### src/rtl/serial_tx_arbiter_pkg.sv
// serial_tx_arbiter_pkg
//   Shared definitions for the serial TX arbiter and its per-channel FIFO:
//   FSM state encodings, a clog2 helper and the default tag base byte.
//   Optional feature macro (used by serial_tx_arbiter): SERIAL_TX_ARBITER_TAG_EN.
package serial_tx_arbiter_pkg;

  typedef enum logic [1:0] {
    S_IDLE = 2'd0,
    S_TAG  = 2'd1,
    S_SEND = 2'd2,
    S_HOLD = 2'd3
  } arb_state_e;

  localparam logic [7:0] TAG_BASE_DEFAULT = 8'hF0;

  // Number of bits needed to index 'value' entries (clog2(1) = 0).
  function automatic int clog2(input int value);
    int r;
    r = 0;
    for (int v = value - 1; v > 0; v = v >> 1) begin
      r = r + 1;
    end
    return r;
  endfunction

endpackage

### src/rtl/serial_tx_arbiter_fifo.sv
// byte_fifo
//   Synchronous single-clock FIFO, DEPTH entries of WIDTH bits (DEPTH a power
//   of two, >= 2). Head of queue is presented combinationally on read_data.
// Ports:
//   clk_48mhz, reset      clock, synchronous active-high reset
//   write_data/strobe     push; dropped (and overflow set) when full
//   read_data/strobe      head of queue / pop; ignored when empty
//   full, empty           registered occupancy flags
//   overflow              sticky until reset; a push was dropped
module byte_fifo
  import serial_tx_arbiter_pkg::*;
#(
  parameter int WIDTH = 8,
  parameter int DEPTH = 16
) (
  input  logic             clk_48mhz,
  input  logic             reset,
  input  logic [WIDTH-1:0] write_data,
  input  logic             write_strobe,
  output logic [WIDTH-1:0] read_data,
  input  logic             read_strobe,
  output logic             full,
  output logic             empty,
  output logic             overflow
);

  localparam int AW = clog2(DEPTH);
  localparam int CW = AW + 1;

  logic [WIDTH-1:0] mem_q [DEPTH];
  logic [AW-1:0]    wr_ptr_q, wr_ptr_d;
  logic [AW-1:0]    rd_ptr_q, rd_ptr_d;
  logic [CW-1:0]    count_q, count_d;
  logic             full_q, full_d;
  logic             empty_q, empty_d;
  logic             overflow_q, overflow_d;
  logic             wr_en, rd_en;

  always_comb begin
    // A push on a full FIFO is dropped even when a pop happens this cycle.
    wr_en      = write_strobe && !full_q;
    rd_en      = read_strobe && !empty_q;
    wr_ptr_d   = wr_en ? wr_ptr_q + AW'(1) : wr_ptr_q;
    rd_ptr_d   = rd_en ? rd_ptr_q + AW'(1) : rd_ptr_q;
    count_d    = count_q;
    case ({wr_en, rd_en})
      2'b10:   count_d = count_q + CW'(1);
      2'b01:   count_d = count_q - CW'(1);
      default: count_d = count_q;
    endcase
    full_d     = (count_d == CW'(DEPTH));
    empty_d    = (count_d == '0);
    overflow_d = overflow_q | (write_strobe & full_q);
  end

  always_ff @(posedge clk_48mhz) begin
    if (reset) begin
      wr_ptr_q   <= '0;
      rd_ptr_q   <= '0;
      count_q    <= '0;
      full_q     <= 1'b0;
      empty_q    <= 1'b1;
      overflow_q <= 1'b0;
    end else begin
      wr_ptr_q   <= wr_ptr_d;
      rd_ptr_q   <= rd_ptr_d;
      count_q    <= count_d;
      full_q     <= full_d;
      empty_q    <= empty_d;
      overflow_q <= overflow_d;
    end
  end

  // Storage is not reset; validity is tracked by the pointers and count.
  always_ff @(posedge clk_48mhz) begin
    if (wr_en) begin
      mem_q[wr_ptr_q] <= write_data;
    end
  end

  assign read_data = mem_q[rd_ptr_q];
  assign full      = full_q;
  assign empty     = empty_q;
  assign overflow  = overflow_q;

endmodule

### src/rtl/serial_tx_arbiter.sv
// serial_tx_arbiter
//   Merges CHANNELS independent byte producers onto one byte sink. Each channel
//   has its own byte_fifo; a round-robin FSM drains them one byte at a time.
//   Optional macro SERIAL_TX_ARBITER_TAG_EN: emit TAG_BASE | channel before a
//   byte whenever the served channel differs from the previous one.
// Ports:
//   clk_48mhz, reset   clock, synchronous active-high reset
//   in_data/in_strobe  per-channel byte and one-cycle write pulse
//   in_ready           per-channel FIFO not full (registered)
//   overflow           per-channel sticky dropped-write flag
//   out_ready          sink can accept a byte
//   out_data/strobe    byte to sink, valid during the one-cycle strobe
//   busy               any FIFO non-empty or FSM not idle
//   dbg_state          current FSM state
// Handshake: a byte moves to the sink only on a cycle where out_strobe is high;
//   out_strobe is raised only after out_ready was sampled high in SEND/TAG, and
//   every strobe is followed by one idle gap cycle (HOLD) because the sink may
//   lower out_ready one cycle late.
module serial_tx_arbiter
  import serial_tx_arbiter_pkg::*;
#(
  parameter int               CHANNELS = 2,
  parameter int               WIDTH    = 8,
  parameter int               DEPTH    = 16,
  parameter logic [WIDTH-1:0] TAG_BASE = WIDTH'(TAG_BASE_DEFAULT)
) (
  input  logic                      clk_48mhz,
  input  logic                      reset,
  input  logic [CHANNELS*WIDTH-1:0] in_data,
  input  logic [CHANNELS-1:0]       in_strobe,
  output logic [CHANNELS-1:0]       in_ready,
  output logic [CHANNELS-1:0]       overflow,
  input  logic                      out_ready,
  output logic [WIDTH-1:0]          out_data,
  output logic                      out_strobe,
  output logic                      busy,
  output logic [1:0]                dbg_state
);

  localparam int CH_W = (CHANNELS > 1) ? clog2(CHANNELS) : 1;

  logic [WIDTH-1:0]    head [CHANNELS];
  logic [CHANNELS-1:0] fifo_full, fifo_empty, fifo_pop;

  for (genvar c = 0; c < CHANNELS; c++) begin : g_fifo
    byte_fifo #(
      .WIDTH (WIDTH),
      .DEPTH (DEPTH)
    ) u_fifo (
      .clk_48mhz    (clk_48mhz),
      .reset        (reset),
      .write_data   (in_data[c*WIDTH +: WIDTH]),
      .write_strobe (in_strobe[c]),
      .read_data    (head[c]),
      .read_strobe  (fifo_pop[c]),
      .full         (fifo_full[c]),
      .empty        (fifo_empty[c]),
      .overflow     (overflow[c])
    );
  end

  arb_state_e       state_q, state_d;
  logic [CH_W-1:0]  ptr_q, ptr_d;
  logic [CH_W-1:0]  grant_q, grant_d;
  logic             out_strobe_q, out_strobe_d;
  logic [WIDTH-1:0] out_data_q, out_data_d;
`ifdef SERIAL_TX_ARBITER_TAG_EN
  logic [CH_W-1:0]  last_ch_q, last_ch_d;
  logic             last_valid_q, last_valid_d;
  logic             after_tag_q, after_tag_d;
`endif

  logic             any_valid;
  logic [CH_W-1:0]  next_grant;
  logic             pop;
  logic [WIDTH-1:0] send_byte;
  int               idx;

  // Round-robin search: first non-empty channel starting at ptr+1. The loop
  // runs from the farthest candidate down, so the nearest one wins.
  always_comb begin
    any_valid  = 1'b0;
    next_grant = ptr_q;
    idx        = 0;
    for (int i = CHANNELS; i >= 1; i--) begin
      idx = int'(ptr_q) + i;
      if (idx >= CHANNELS) idx = idx - CHANNELS;
      if (!fifo_empty[CH_W'(idx)]) begin
        any_valid  = 1'b1;
        next_grant = CH_W'(idx);
      end
    end
  end

  // Byte presented in TAG is the channel tag, otherwise the granted head.
  assign send_byte = (state_q == S_TAG) ? (TAG_BASE | WIDTH'(grant_q)) : head[grant_q];

  always_comb begin
    state_d      = state_q;
    ptr_d        = ptr_q;
    grant_d      = grant_q;
    out_strobe_d = 1'b0;
    out_data_d   = out_data_q;
    pop          = 1'b0;
`ifdef SERIAL_TX_ARBITER_TAG_EN
    last_ch_d    = last_ch_q;
    last_valid_d = last_valid_q;
    after_tag_d  = after_tag_q;
`endif
    case (state_q)
      S_IDLE: begin
        if (any_valid) begin
          grant_d = next_grant;
          ptr_d   = next_grant;
`ifdef SERIAL_TX_ARBITER_TAG_EN
          if (!last_valid_q || (next_grant != last_ch_q)) state_d = S_TAG;
          else                                            state_d = S_SEND;
`else
          state_d = S_SEND;
`endif
        end
      end
`ifdef SERIAL_TX_ARBITER_TAG_EN
      S_TAG: begin
        if (out_ready) begin
          out_strobe_d = 1'b1;
          out_data_d   = send_byte;
          after_tag_d  = 1'b1;
          state_d      = S_HOLD;
        end
      end
`endif
      S_SEND: begin
        if (out_ready) begin
          out_strobe_d = 1'b1;
          out_data_d   = send_byte;
          pop          = 1'b1;
`ifdef SERIAL_TX_ARBITER_TAG_EN
          last_ch_d    = grant_q;
          last_valid_d = 1'b1;
          after_tag_d  = 1'b0;
`endif
          state_d      = S_HOLD;
        end
      end
      S_HOLD: begin
`ifdef SERIAL_TX_ARBITER_TAG_EN
        // After a tag the data byte of the same grant follows directly.
        state_d     = after_tag_q ? S_SEND : S_IDLE;
        after_tag_d = 1'b0;
`else
        state_d = S_IDLE;
`endif
      end
      default: state_d = S_IDLE;
    endcase
  end

  always_comb begin
    fifo_pop = '0;
    if (pop) fifo_pop[grant_q] = 1'b1;
  end

  always_ff @(posedge clk_48mhz) begin
    if (reset) begin
      state_q      <= S_IDLE;
      ptr_q        <= CH_W'(CHANNELS - 1);
      grant_q      <= '0;
      out_strobe_q <= 1'b0;
      out_data_q   <= '0;
`ifdef SERIAL_TX_ARBITER_TAG_EN
      last_ch_q    <= '0;
      last_valid_q <= 1'b0;
      after_tag_q  <= 1'b0;
`endif
    end else begin
      state_q      <= state_d;
      ptr_q        <= ptr_d;
      grant_q      <= grant_d;
      out_strobe_q <= out_strobe_d;
      out_data_q   <= out_data_d;
`ifdef SERIAL_TX_ARBITER_TAG_EN
      last_ch_q    <= last_ch_d;
      last_valid_q <= last_valid_d;
      after_tag_q  <= after_tag_d;
`endif
    end
  end

  assign in_ready   = ~fifo_full;
  assign out_strobe = out_strobe_q;
  assign out_data   = out_data_q;
  assign busy       = (~&fifo_empty) | (state_q != S_IDLE);
  assign dbg_state  = state_q;

endmodule

### config.mk
export PLATFORM = sky130hd
export DESIGN_NAME = serial_tx_arbiter
export DESIGN_NICKNAME = d
export VERILOG_FILES = /design/src/rtl/serial_tx_arbiter_pkg.sv /design/src/rtl/serial_tx_arbiter_fifo.sv /design/src/rtl/serial_tx_arbiter.sv
export SDC_FILE = /design/constraint.sdc
export NUM_CORES = 1
export LEC_CHECK = 0
export ABC_AREA = 1
export CORE_MARGIN = 10
export CORE_UTILIZATION = 55
export CTS_CLUSTER_DIAMETER = 50
export DETAILED_ROUTE_END_ITERATION = 16
export GPL_ROUTABILITY_DRIVEN = 0
export GPL_TIMING_DRIVEN = 0
export MAX_ROUTING_LAYER = met4
export PLACE_DENSITY = 0.74
export SYNTH_ARGS = -nofsm -noshare
export SYNTH_HDL_FRONTEND = slang
export SYNTH_SLANG_ARGS = --single-unit
### constraint.sdc
create_clock -name clk_48mhz -period 7.97 [get_ports clk_48mhz]
set_clock_uncertainty 0.05 [all_clocks]
set_input_delay 2.391 -clock clk_48mhz [delete_from_list [all_inputs] [get_ports clk_48mhz]]
set_output_delay 2.391 -clock clk_48mhz [all_outputs]
set_load 0.02 [all_outputs]
# Word level (Yosys, flattened, before mapping)
# Memories as Yosys holds them, arrays and structs flattened. A register that Yosys moved wholly into a read port is not among the register bits.
# Cells that the tools add are included.
word_totals:
  regBits: 45
  n_memories: 2
  out_inout_bits: 16
  mem_bits_rw: 256
memory_table:
  columns: ["memory", "words", "word_bits", "read_ports", "rd_clocked_by_memory_dff", "write_ports", "line", "rtl"]
  rows:
  - ["g_fifo[0].u_fifo.mem_q", 16, 8, 1, 1, 1, "serial_tx_arbiter_fifo.sv:30", "logic [WIDTH-1:0] mem_q [DEPTH];"]
  - ["g_fifo[1].u_fifo.mem_q", 16, 8, 1, 1, 1, "serial_tx_arbiter_fifo.sv:30", null]
op_classes:
  reduce_logical: 18
  n_lt_le_gt_ge: 7
  n_eq_ne: 10
  n_addsub: 12
  bitwise: 7
  mux: 32
ops:
  columns: ["cell", "n"]
  rows:
  - ["$mux W8", 4]
  - ["$pmux W5 S2", 2]
  - ["$mux W1", 17]
  - ["$add A4 B1 Y4 const B", 4]
  - ["$mux W4", 4]
  - ["$add A5 B1 Y5 const B", 2]
  - ["$eq A5 B5 Y1 const B", 2]
  - ["$logic_not A5 Y1", 2]
  - ["$sub A5 B1 Y5 const B", 2]
  - ["$reduce_and A2 Y1", 4]
  - ["$eq A2 B1 Y1 const B", 3]
  - ["$eq A2 B2 Y1 const B", 3]
  - ["$lt A1 B3 Y1 const B", 2]
  - ["$mux W2", 3]
  - ["$logic_and A1 B1 Y1", 5]
  - ["$logic_not A1 Y1", 5]
  - ["$ge A2 B2 Y1 const B", 2]
  - ["$ne A2 B2 Y1 const B", 2]
  - ["$pmux W2 S2", 1]
  - ["$add A1 B2 Y3 const B", 1]
  - ["$ge A3 B2 Y1 const B", 1]
  - ["$or A1 B1 Y1", 3]
  - ["$add A1 B1 Y2 const B", 1]
  - ["$and A1 B1 Y1", 2]
  - ["8 further kinds", 9]

# Logic depth before layout (Yosys ltp)
logic_depth:
  ltp_word: 10
  ltp_mapped: 18
  depth_no_buf: 18

# Cells and area by module
# Synthesis repeated with hierarchy kept, for this count alone.
hier_totals:
  hier_cells: 1082
  area_unflattened_um2: 13048.8
by_module_without_submodules:
  columns: ["mod", "instances", "area_per_inst_um2", "cells_per_inst"]
  rows:
  - ["byte_fifo (g_fifo[1].u_fifo)", 1, 6200.9, 496]
  - ["byte_fifo (g_fifo[0].u_fifo)", 1, 6183.4, 495]
  - ["serial_tx_arbiter", 1, 664.4, 91]

# Least setup slack after synthesis
# No wires, ideal clock.
synth_timing:
  path_type: "input -> register"
  start: "input port out_ready"
  end: "register g_fifo[1].u_fifo.empty_q"
  setup_slack_ps: 3642
  required_ps: 7797
  setup_ps: 123
  arrival_time_ps: 4154
  path_buffers: 0
  stages: 15
  path_cell_list: "inv_1 -> nor2_4 -> nand2_4 -> nor2_2 -> ha_1 -> xor2_1 -> ha_1 -> o21ai_0 -> nor2_1 -> nand2_1 -> nand3_1 -> nand2_1 -> nand2_1 -> nand3_1 -> nand2_1"
synth_via:
  elab_chain_cells: 7
synth_lines:
  columns: ["element", "line", "rtl"]
  rows:
  - ["start, declared", "serial_tx_arbiter.sv:33", "input logic out_ready,"]
  - ["$mux W1 (*)", "serial_tx_arbiter.sv:134", "if (out_ready) begin"]
  - ["$mux W1 (*)", null, null]
  - ["$mux W2 (*)", "serial_tx_arbiter.sv:161", "if (pop) fifo_pop[grant_q] = 1'b1;"]
  - ["$logic_and A1 B1 Y1 (*)", "serial_tx_arbiter_fifo.sv:42", "rd_en = read_strobe && !empty_q;"]
  - ["$eq A2 B1 Y1 or $eq A2 B2 Y1 (tied branches)", "serial_tx_arbiter_fifo.sv:46", "case ({wr_en, rd_en})"]
  - ["$pmux W5 S2 (*)", "serial_tx_arbiter_fifo.sv:46", null]
  - ["$logic_not A5 Y1 (*)", "serial_tx_arbiter_fifo.sv:52", "empty_d = (count_d == '0);"]
  - ["end signal, assigned", "serial_tx_arbiter_fifo.sv:69", "empty_q <= empty_d;"]
  - ["end, declared", "serial_tx_arbiter_fifo.sv:35", "logic empty_q, empty_d;"]
# Every way passes the cells marked *; elsewhere a longest branch is shown, timed or not.
# A chain may end at the register's enable or synchronous reset.

# Final worst setup path
layout_timing:
  start: "input port out_ready"
  end: "register g_fifo[0].u_fifo.empty_q"
layout_via:
  elab_chain_cells: 7
layout_lines:
  columns: ["element", "line"]
  rows:
  - ["$mux W1 (*)", "serial_tx_arbiter.sv:134"]
  - ["$mux W1 (*)", null]
  - ["$mux W2 (*)", "serial_tx_arbiter.sv:161"]
  - ["$logic_and A1 B1 Y1 (*)", "serial_tx_arbiter_fifo.sv:42"]
  - ["$eq A2 B1 Y1 or $eq A2 B2 Y1 (tied branches)", "serial_tx_arbiter_fifo.sv:46"]
  - ["$pmux W5 S2 (*)", "serial_tx_arbiter_fifo.sv:46"]
  - ["$logic_not A5 Y1 (*)", "serial_tx_arbiter_fifo.sv:52"]
  - ["end signal, assigned", "serial_tx_arbiter_fifo.sv:69"]
  - ["end, declared", "serial_tx_arbiter_fifo.sv:35"]
# Marked as above.

==> summary.txt <==
Run status
  • Status: finished, final reports clean

Critical path
  • Worst-path cell with the longest stage delay: clkdlybuf4s50_1
  • Buf/Inv on CP: 2
  • Worst Path Arrival: 5.05 ns
  • Delay-heaviest family, CP: simple AND/OR/NAND/NOR gates
  • Max incr delay on CP: 0.47 ns
  • Crit end category: flip-flop
  • Worst EP required: ~8.3 ns
  • Crit-path max FO: 7
  • CP cell instances: clkdlybuf4s50_1 -> inv_1 -> nor2_4 -> nand2_1 -> nor2_4 -> ha_1 -> xor2_1 -> ha_1 -> o21ai_0 -> nor2_1 -> nand2_1 -> nand3_1 -> nand2_1 -> nand2_1 -> nand3_1 -> nand2_1
  • Critical Path Source Type: primary input
  • Top cell by count, worst path: nand2_1
  • Critical path class: in -> reg

Cells and area
  • Number of diodes: 0
  • Non-Filler Instances: 1579
  • Multi-input gate area: 3420 um2
  • Seq. cell area: 8750 um2
  • Layout Area Growth over Synthesis: 13.3%
  • Number of fillers in the final layout: 1743
  • Final Cell Area: 14500 um2
  • Share of cells above drive strength 1: 0.0829
  • Nets@finish: 1279

Clocking
  • CTS Buf Count: 30
  • TritonCTS clock tree: yes
  • # clock sinks: 309
  • Htree depth: 1
  • Setup bufs post-CTS: 0
  • Root Buffer: clkbuf_16
  • Hold_buf cts: 0
  • Post_cts resized: 0
  • Clock Latency Late Sink: roughly 0.55 ns
  • Clk buf depth: 3
  • Clk slew on worst S/H paths: 0.06 ns

Route
  • First-pass DRT Iterations: 7
  • Routed Antenna Nets: 0
  • DR vias/cell: 5.48
  • DRC viols: 0
  • Wire length per cell: 18.3 um
  • Initial drt markers: 860
  • Detailed-route via count: ~8.7k
  • DRT Wirelength: 28900 um

Place
  • Pre-CTS setup slack: 2.71 ns
  • Dpl hpwl: 19800 um
  • Total placed instance area: about 14000 um2
  • Placed insts: 1523
  • IO Port Bufs: 36

STA
  • TNS Setup: 0 ns
  • Fmax: between 0.2 and 0.25 GHz
  • Setup WS post-layout: 3.29 ns
  • Hold Violations, Final: 0
  • Slew Limit Fails: 0
  • Slew margin rel.: 0.325
  • Fin crit period: 4.68 ns
  • RSZ-0062 raised after global routing: no
  • Final period utilization: 0.587
  • Final setup fails: 0
  • Least-Margin Pin Slew: 1.01 ns

Flow run
  • Max Cap Viol: 0

GRT
  • Global-route wire length before repair: 44900 um
  • Initial antenna violation count: 0
  • GR Overflow Total: 0
  • Vias in the first global route: a little over 8k
  • GRT Util Overall: 0.191
  • Largest net degree at the start of global routing: 17

Pwr
  • LEAKAGE: between 5 and 6 nW
  • Comb pwr share: 0.064
  • Flop pwr share: 0.536
  • Total power draw: approximately 3.4 mW
  • Cell Int Power: 2.62 mW
  • Max VDD drop: 197 uV
  • Switching share of power: 0.219
  • Clock share of power: 0.401
  • P_sw: 735 uW
  • PD cells: 231 nW/um2

Floorplan
  • Die width: about 170 um
  • Die ar.: 29800 um2
  • Row Count: 55
  • I/O pin count: 37
  • Initial core utilization: 0.563
  • Die H: between 150 and 200 um
  • Core Footprint: between 20000 and 25000 um2

Synthesis
  • Synth warn: 0
  • Sequential share of the synthesized area: 0.682
  • Net Count, Synth: around 1.2k
  • Register bit count reported by yosys: 309
  • Syn Std Cell Area: 12800 um2
  • Cells after synthesis: approximately 1.2k
  • Synthesized area per cell: 10.9 um2
  • Synth unique cells: 38

Min path
  • Min-Delay Path Class: reg -> reg
[cell usage after synthesis, drive strengths merged]
library cell / number / share of area
clkinv: 1 / 0.00029
xnor2: 2 / 0.0014
edfxtp: 256 / 0.60
or2: 1 / 0.00049
nand3b: 2 / 0.0012
o21a: 2 / 0.0012
nand4: 6 / 0.0029
nor2: 123 / 0.038
a2111oi: 1 / 0.00068
a21oi: 31 / 0.012
ha: 16 / 0.016
a31oi: 1 / 0.00049
nand3: 142 / 0.055
o22ai: 1 / 0.00049
xor2: 4 / 0.0027
o21ai: 67 / 0.026
nand2: 280 / 0.083
and3: 1 / 0.00049
dfxtp: 53 / 0.083
clkbuf: 10 / 0.0029
inv: 85 / 0.025
o211ai: 34 / 0.020
nor3b: 1 / 0.00059
a21boi: 1 / 0.00059
nor3: 6 / 0.0023
buf: 45 / 0.023
mux2i: 2 / 0.0016
[through the flow]
stage                     hold slack [ns]   util
final                               0.418  0.638
after global routing                0.435  0.638
after CTS                           0.419  0.638
after detailed placement            0.409  0.596
after global placement              0.395  0.596
after floorplan                     0.385      -
[flip-flops by register name, summed over array words and instances (netlist names), named ones only]
| name | cells |
|---|---|
| g_fifo.u_fifo.mem_q | 256 |
| g_fifo.u_fifo.count_q | 10 |
| g_fifo.u_fifo.rd_ptr_q | 8 |
| g_fifo.u_fifo.wr_ptr_q | 8 |
| out_data | 8 |
| dbg_state | 2 |
| g_fifo.u_fifo.empty | 2 |
| g_fifo.u_fifo.full | 2 |
| g_fifo.u_fifo.overflow | 2 |
| grant_q | 1 |
| out_strobe | 1 |
| ptr_q | 1 |
[routing by layer]
metal	track usage	up-vias	share of wire
met4	0.0596	0	0.029
met1	0.237	4102	0.41
met2	0.319	312	0.50
met3	0.0283	61	0.066
met5	-	-	0
li1	-	4176	-
[power by group through the flow]
| stage | Combinational (mW) | Sequential [mW] | Clock (mW) |
|---|---|---|---|
| finish | 0.213 | 1.80 | 1.35 |
| global route | 0.238 | 1.80 | 1.42 |
| CTS | 0.214 | 1.80 | 1.36 |
| detailed placement | 0.212 | 1.83 | 0 |
| global placement | 0.208 | 1.83 | 0 |
| floorplan | 0.124 | 1.83 | 0 |
[layout by cell type, fill, tap and decap left out, types with 2 or more instances in the layout]
| cell | n |
|---|---|
| buf_4 | 10 |
| o21a_1 | 2 |
| buf_6 | 7 |
| dfxtp_1 | 53 |
| nand2_1 | 278 |
| nor2_2 | 2 |
| clkinv_2 | 7 |
| buf_2 | 27 |
| edfxtp_1 | 256 |
| nor3_1 | 6 |
| clkbuf_16 | 31 |
| ha_1 | 16 |
| inv_1 | 81 |
| o21ai_1 | 10 |
| nand3_1 | 142 |
| o211ai_1 | 34 |
| clkinv_1 | 3 |
| clkbuf_2 | 3 |
| o21ai_0 | 57 |
| a21oi_1 | 30 |
| xor2_1 | 4 |
| xnor2_1 | 2 |
| clkinvlp_4 | 2 |
| clkdlybuf4s50_1 | 36 |
| inv_2 | 3 |
| mux2i_1 | 2 |
| clkbuf_1 | 15 |
| nor2_4 | 2 |
| nand4_1 | 6 |
| clkbuf_8 | 6 |
| nand3b_1 | 2 |
| nor2_1 | 119 |
[final timing paths]
| path | startpoint | to | slack [ns] | cells after the start |
|---|---|---|---|---|
| setup / recovery | out_ready | g_fifo[0].u_fifo.empty$_SDFF_PP1_ | 3.29 | 16 |
| hold / removal | g_fifo[1].u_fifo.overflow$_SDFF_PP0_ | g_fifo[1].u_fifo.overflow$_SDFF_PP0_ | 0.42 | 2 |
| setup reg to reg | dbg_state[1]$_SDFFE_PP0P_ | g_fifo[0].u_fifo.empty$_SDFF_PP1_ | 5.18 | 15 |
| hold reg to reg | g_fifo[1].u_fifo.overflow$_SDFF_PP0_ | g_fifo[1].u_fifo.overflow$_SDFF_PP0_ | 0.42 | 2 |
[cell type report]
cell class	count	area share
plain buffers	55	0.0227
clock buffers	45	0.0614
clock inverters	11	0.00396
inverters	86	0.0224
multi-input cells	724	0.236
flip-flops and latches	309	0.602
well taps	313	0.0270
repair buffers	36	0.0248
[worst reg2reg max path, cell delays in order, from the launching register on]
cell and delay, ns:
dfxtp_1 0.41, nand2_2 0.10, nor2_4 0.17, nand2_1 0.25, nor2_4 0.24, ha_1 0.28, xor2_1 0.11, ha_1 0.22
o21ai_0 0.34, nor2_1 0.07, nand2_1 0.08, nand3_1 0.07, nand2_1 0.08, nand2_1 0.05, nand3_1 0.08, nand2_1 0.05
[kinds of logic (layout without fill, tap and decap cells)]
group / Yosys count / after routing / synth area share
mux: 2 / 2 / 0.00156
flops: 309 / 309 / 0.682
buf+inv: 141 / 233 / 0.0511
fa+ha+maj: 16 / 16 / 0.0156
simple gates: 562 / 562 / 0.184
xor+xnor: 6 / 6 / 0.00410
compound gates: 138 / 138 / 0.0618
(Power assumes the default switching activity.)
